`config.mk`:
```
export PLATFORM = sky130hd
export DESIGN_NAME = fetch_unit
export DESIGN_NICKNAME = d
export VERILOG_FILES = /design/src/rtl/cpu_pkg.sv /design/src/rtl/fetch_fifo.sv /design/src/rtl/fetch_unit.sv
export SDC_FILE = /design/constraint.sdc
export NUM_CORES = 1
export LEC_CHECK = 0
export CAP_MARGIN = 20
export CORE_MARGIN = 2
export CORE_UTILIZATION = 40
export DETAILED_ROUTE_END_ITERATION = 10
export GPL_TIMING_DRIVEN = 0
export PLACE_DENSITY = 0.74
export SYNTH_ARGS = -nofsm -noshare
export SYNTH_HDL_FRONTEND = slang
export SYNTH_HIERARCHICAL = 1
export SYNTH_SLANG_ARGS = --single-unit
```
`constraint.sdc`:
```
create_clock -name clk -period 3.3 [get_ports clk]
set_input_delay 0.33 -clock clk [delete_from_list [all_inputs] [get_ports clk]]
set_output_delay 0.33 -clock clk [all_outputs]
set_load 0.05 [all_outputs]
```
`src/rtl/cpu_pkg.sv`:
```
// Shared CPU definitions: datapath widths, reset vector, NOP encoding and small helpers.
package cpu_pkg;

   localparam int unsigned DefaultXlen = 32;
   localparam int unsigned Ilen        = 32;

   localparam logic [DefaultXlen-1:0] DefaultResetPc = 32'h0000_0000;
   localparam logic [Ilen-1:0]        NopInstr       = 32'h0000_0013;

   // Increment that sticks at all-ones instead of wrapping.
   function automatic logic [31:0] sat_inc32(input logic [31:0] val, input logic en);
      return (en && (val != 32'hFFFF_FFFF)) ? val + 32'd1 : val;
   endfunction

endpackage

```
`src/rtl/fetch_fifo.sv`:
```
// Synchronous in-order FIFO with flush; power-of-two depth so the pointers wrap naturally.
module fetch_fifo #(
   parameter int unsigned Width = 32,
   parameter int unsigned Depth = 2
) (
   input  logic                   clk_i,
   input  logic                   rst_ni,
   input  logic                   flush_i,
   input  logic                   push_i,
   input  logic [Width-1:0]       wdata_i,
   input  logic                   pop_i,
   output logic [Width-1:0]       rdata_o,
   output logic [$clog2(Depth):0] count_o
);

   localparam int unsigned PtrW = $clog2(Depth);
   localparam int unsigned CntW = PtrW + 1;

   logic [Width-1:0] mem_q [Depth];
   logic [PtrW-1:0]  wptr_q, wptr_d;
   logic [PtrW-1:0]  rptr_q, rptr_d;
   logic [CntW-1:0]  count_q, count_d;
   logic             do_push, do_pop;

   assign do_pop  = pop_i & (count_q != '0);
   // A full FIFO may still take a push when the head leaves in the same cycle.
   assign do_push = push_i & ((count_q != CntW'(Depth)) | do_pop);

   always_comb begin
      wptr_d  = wptr_q;
      rptr_d  = rptr_q;
      count_d = count_q;
      if (flush_i) begin
         wptr_d  = '0;
         rptr_d  = '0;
         count_d = '0;
      end else begin
         if (do_push) wptr_d = wptr_q + PtrW'(1);
         if (do_pop)  rptr_d = rptr_q + PtrW'(1);
         count_d = count_q + CntW'(do_push) - CntW'(do_pop);
      end
   end

   always_ff @(posedge clk_i or negedge rst_ni) begin
      if (!rst_ni) begin
         wptr_q  <= '0;
         rptr_q  <= '0;
         count_q <= '0;
         for (int i = 0; i < int'(Depth); i++) mem_q[i] <= '0;
      end else begin
         wptr_q  <= wptr_d;
         rptr_q  <= rptr_d;
         count_q <= count_d;
         if (do_push && !flush_i) mem_q[wptr_q] <= wdata_i;
      end
   end

   assign rdata_o = mem_q[rptr_q];
   assign count_o = count_q;

endmodule

```
`src/rtl/fetch_unit.sv`:
```
// Instruction fetch stage: credit-limited sequential fetch, in-order buffering, redirect flush.
// Optional performance counters are built when FETCH_PERF_EN is defined.
module fetch_unit
   import cpu_pkg::*;
#(
   parameter int unsigned      XLEN      = DefaultXlen,
   parameter int unsigned      BUF_DEPTH = 2,
   parameter logic [XLEN-1:0]  RESET_PC  = XLEN'(DefaultResetPc)
) (
   input  logic            clk,
   input  logic            reset,
   output logic            o_imem_req_valid,
   output logic [XLEN-1:0] o_imem_req_addr,
   input  logic            i_imem_req_ready,
   input  logic            i_imem_rsp_valid,
   input  logic [XLEN-1:0] i_imem_rsp_data,
   input  logic            i_redirect_valid,
   input  logic [XLEN-1:0] i_redirect_pc,
   output logic            o_pipe_valid,
   output logic [XLEN-1:0] o_pipe_PC,
   output logic [XLEN-1:0] o_pipe_Instruction,
   input  logic            i_pipe_ready
);

   localparam int unsigned CntW = $clog2(BUF_DEPTH) + 1;

   logic [XLEN-1:0]   fetch_pc_q, fetch_pc_d;
   logic [CntW-1:0]   outstanding_q, outstanding_d;
   logic [CntW-1:0]   drop_q, drop_d;
   logic [CntW-1:0]   fifo_count, pcq_count;
   logic [XLEN-1:0]   pcq_head;
   logic [2*XLEN-1:0] fifo_head;
   logic              req_fire, rsp_seen, rsp_keep, rsp_drop, pipe_pop;

   // Outstanding counts every in-flight fetch, including those already marked for dropping.
   assign o_imem_req_valid = reset & ~i_redirect_valid &
                             ((fifo_count + outstanding_q) < CntW'(BUF_DEPTH));
   assign o_imem_req_addr  = fetch_pc_q;
   assign req_fire         = o_imem_req_valid & i_imem_req_ready;

   // Responses with nothing outstanding are stale (e.g. issued before a reset) and ignored.
   assign rsp_seen = i_imem_rsp_valid & (outstanding_q != '0);
   assign rsp_keep = rsp_seen & ~i_redirect_valid & (drop_q == '0) & (pcq_count != '0);
   assign rsp_drop = rsp_seen & ~rsp_keep;
   assign pipe_pop = o_pipe_valid & i_pipe_ready;

   always_comb begin
      fetch_pc_d    = fetch_pc_q;
      outstanding_d = outstanding_q;
      drop_d        = drop_q;
      if (i_redirect_valid) begin
         fetch_pc_d    = {i_redirect_pc[XLEN-1:2], 2'b00};
         outstanding_d = outstanding_q - CntW'(rsp_seen);
         drop_d        = outstanding_d;
      end else begin
         if (req_fire) fetch_pc_d = fetch_pc_q + XLEN'(4);
         outstanding_d = outstanding_q + CntW'(req_fire) - CntW'(rsp_seen);
         if (rsp_seen && (drop_q != '0)) drop_d = drop_q - CntW'(1);
      end
   end

   always_ff @(posedge clk or negedge reset) begin
      if (!reset) begin
         fetch_pc_q    <= RESET_PC;
         outstanding_q <= '0;
         drop_q        <= '0;
      end else begin
         fetch_pc_q    <= fetch_pc_d;
         outstanding_q <= outstanding_d;
         drop_q        <= drop_d;
      end
   end

   fetch_fifo #(
      .Width (XLEN),
      .Depth (BUF_DEPTH)
   ) u_pc_queue (
      .clk_i   (clk),
      .rst_ni  (reset),
      .flush_i (i_redirect_valid),
      .push_i  (req_fire),
      .wdata_i (fetch_pc_q),
      .pop_i   (rsp_keep),
      .rdata_o (pcq_head),
      .count_o (pcq_count)
   );

   fetch_fifo #(
      .Width (2 * XLEN),
      .Depth (BUF_DEPTH)
   ) u_inst_fifo (
      .clk_i   (clk),
      .rst_ni  (reset),
      .flush_i (i_redirect_valid),
      .push_i  (rsp_keep),
      .wdata_i ({pcq_head, i_imem_rsp_data}),
      .pop_i   (pipe_pop),
      .rdata_o (fifo_head),
      .count_o (fifo_count)
   );

   assign o_pipe_valid       = (fifo_count != '0);
   assign o_pipe_PC          = fifo_head[2*XLEN-1:XLEN];
   assign o_pipe_Instruction = fifo_head[XLEN-1:0];

`ifdef FETCH_PERF_EN
   logic [31:0] fetch_cnt_q, fetch_cnt_d;
   logic [31:0] drop_cnt_q, drop_cnt_d;
   logic [31:0] stall_cnt_q, stall_cnt_d;
   logic [31:0] fetch_cnt, drop_cnt, stall_cnt;

   always_comb begin
      fetch_cnt_d = sat_inc32(fetch_cnt_q, req_fire);
      drop_cnt_d  = sat_inc32(drop_cnt_q, rsp_drop);
      stall_cnt_d = sat_inc32(stall_cnt_q, o_pipe_valid & ~i_pipe_ready);
   end

   always_ff @(posedge clk or negedge reset) begin
      if (!reset) begin
         fetch_cnt_q <= '0;
         drop_cnt_q  <= '0;
         stall_cnt_q <= '0;
      end else begin
         fetch_cnt_q <= fetch_cnt_d;
         drop_cnt_q  <= drop_cnt_d;
         stall_cnt_q <= stall_cnt_d;
      end
   end

   assign fetch_cnt = fetch_cnt_q;
   assign drop_cnt  = drop_cnt_q;
   assign stall_cnt = stall_cnt_q;
`else
   logic unused_drop;
   assign unused_drop = rsp_drop;
`endif

endmodule

```
==> results.cfg <==
[status]
status = complete, no violations

[yosys]
syn-instance-count = 805
synth_edf_count = 0
synth_xor_area_share_pct = 2.80
synth.distinct_cells = 42
synth_area_leaders = dfrtp_1 (52%), mux2_2 (20%), mux2_4 (12%)
yosys_warnings = 6
synth_compound_area_share_pct = 3.88
ys_async_sr_fraction_pct = 100
yosysSeqAreaShare_pct = 52.0
synth_top_area_share_pct = 52.0
synth_area_leader_cell = dfrtp_1
synth_ff_type = dfrtp_1
synth_top_family_by_area = multiplexers
syn_area_um2 = 11300
synth-adder-area-share_pct = 1.00
synth_seq_cells = 234
synth_simple_gate_area_share_pct = 5.08
syn-mean-instance-area_um2 = 14.0
muxShareOfSynthArea_pct = 32.0

[routing]
final_antenna_net_count = 0
routed_wl_mm = 27.5
drc = 0
wl_per_cell_um = 19.6
first_pass_iters = 5
drtIter0Drc = 378
via_count = 7087
viasPerCell = 5.05

[global_route]
grt_max_degree = 104
grt_pass1_wl_mm = 43.3
grt_pass1_vias = 7497
antenna_found_initial = 0
overflow = 0
track_usage_pct = 18.9

[timing]
period_share_pct = 93.6
max_clock_freq_ghz = 0.324
slew_headroom_pct = 37.5
worst_pin_slew_ps = 937
setup_viol_count_final = 0
timing_hold_violations_final = 0
skew_ps = 7.04
rsz0062_at_grt = false
finalCriticalPeriod_ps = 3090
setup_tns_ps = 0
maxSlewViolCount = 0

[final_layout]
nNetsFinal = 1088
post-route-util_pct = 51.9
postLayoutCellArea_um2 = 14400
diodes = 0
drive_gt1_share_pct = 36.9
layout_commonest_cell = dfrtp_1
final_cell_mix = dfrtp_1 (234), mux2_2 (195), clkdlybuf4s50_1 (161)
area_delta_synth_final_pct = 28.1

[clock_tree]
cts_root_buf = clkbuf_16
postCtsSetupRepairBufs = 0
cts_buffers = 27
clockBufferDepth = 3
path_clk_slew_ps = 60
h-tree-depth = 1
cts_tree = built
cts_sinks = 234
clock_latency_ps = 520

[placed_design]
numPortBuffers = 163
dp_hpwl_mm = 18.7
place_area_um2 = 13400
place_congestion = 0.822

[floorplanning]
floorplan.rows = 61
core-area_um2 = 27800
pin_count = 168
fp.dieH_um = 172
start_util_pct = 40.5
die_area_um2 = 29500
die_x_um = 172

[power_and_ir_drop]
leakagePower_nw = 6.54
p_per_area_nw_per_um2 = 575
total_power_mw = 8.28
ir_drop_uv = 459

[setup_path]
worstPathArrival_ps = 2760
crit_type = flip-flop to output port
path_max_fanout = 10
worstSetupStartpointType = flip-flop
cp-end-kind = output port
crit_required_ps = 2970
r2r_setup_slack_ps = 300

[hold_path]
hold_class = input pin to flip-flop

[run]
max_cap_violations = 0
## worst paths after layout
kind                                       from                      to  depth (start not counted)
max                          u_inst_fifo/rptr_q            o_pipe_PC[7]                          4
min                           i_redirect_pc[26]     o_imem_req_addr[26]                          3
max reg2reg                    outstanding_q[1]    u_pc_queue/mem_q[58]                          9
min reg2reg                u_inst_fifo/mem_q[2]    u_inst_fifo/mem_q[2]                          1
max in group asynchronous                 reset  u_inst_fifo/mem_q[121]                          5
min in group asynchronous                 reset    u_pc_queue/mem_q[18]                          4
## layout make-up
| cell class | count | area, µm² |
|---|---|---|
| clock buffers | 38 | 777 |
| inverters | 14 | 52.6 |
| clock inverters | 8 | 65.1 |
| well taps | 378 | 473 |
| plain buffers | 49 | 312 |
| fillers | 2389 | 13400 |
| repair buffers | 171 | 1820 |
| multi-input cells | 512 | 5060 |
| flip-flops and latches | 234 | 5860 |
## metrics by stage
| step | setup slack (ps) | hold slack, ps | instances |
|---|---|---|---|
| finish | 212 | 375 | 1404 |
| detailed placement | -837 | 295 | 1353 |
| global placement | -8180 | 461 | 1351 |
| CTS | 92.9 | 351 | 1404 |
| global route | 21.5 | 357 | 1404 |
| floorplan | 878 | 34.4 | 810 |
## Yosys cell counts (8+ instances only)
| cell type | instances |
|---|---|
| a2111oi_2 | 10 |
| buf_2 | 8 |
| buf_6 | 11 |
| clkbuf_1 | 22 |
| dfrtp_1 | 234 |
| ha_1 | 9 |
| inv_1 | 14 |
| mux2_2 | 195 |
| mux2_4 | 90 |
| nand2_1 | 41 |
| nand3_1 | 13 |
| nand4_1 | 8 |
| nor2_1 | 14 |
| o21ai_0 | 31 |
| xnor2_1 | 30 |
## flip-flops by register name, indices dropped and copies added (netlist names)
signal and count:
u_pc_queue/count_o 2, drop_q 2, u_inst_fifo/wptr_q 1, outstanding_q 2
u_pc_queue/rptr_q 1, u_inst_fifo/mem_q 128, o_imem_req_addr 30, u_inst_fifo/count_o 2
u_pc_queue/wptr_q 1, u_pc_queue/mem_q 64, u_inst_fifo/rptr_q 1
## metal layers
| metal | routed length, µm | vias up | track usage (%) | part of all wire, % |
|---|---|---|---|---|
| li1 | - | 3279 | - | - |
| met2 | 13000 | 183 | 31.5 | 47 |
| met3 | 1480 | 38 | 3.24 | 5.4 |
| met5 | 0 | - | 0 | 0 |
| met4 | 566 | 0 | 4.97 | 2.1 |
| met1 | 12400 | 3587 | 25.5 | 45 |
## what timing repair did
item                                   CTS  global route
hold buffers                             5             0
setup endpoints to repair              166            63
cloned                                   0             1
resized for setup                        8             1
endpoints found under the hold margin   60             0
## critical path: stages, from the launching register on
cell,delay [ps]
dfrtp_1,340
clkbuf_2,330
clkbuf_2,460
mux2_2,410
clkdlybuf4s50_1,710
## power by group
group	switching [mW]	leakage [nW]	internal, mW
logic	1.01	2.98	0.907
registers	0.261	3.14	3.27
clock network	1.14	0.423	1.70
## kinds of logic after synthesis
family	count (synthesis)
DFF	234
and+or+nand+nor	111
AOI/OAI and AO/OA	60
other	1
muxes	290
xor gates and xnor gates	36
buffers and inverters	64
adders and majority gates	9
No activity file was read; power rests on OpenSTA's default activity.
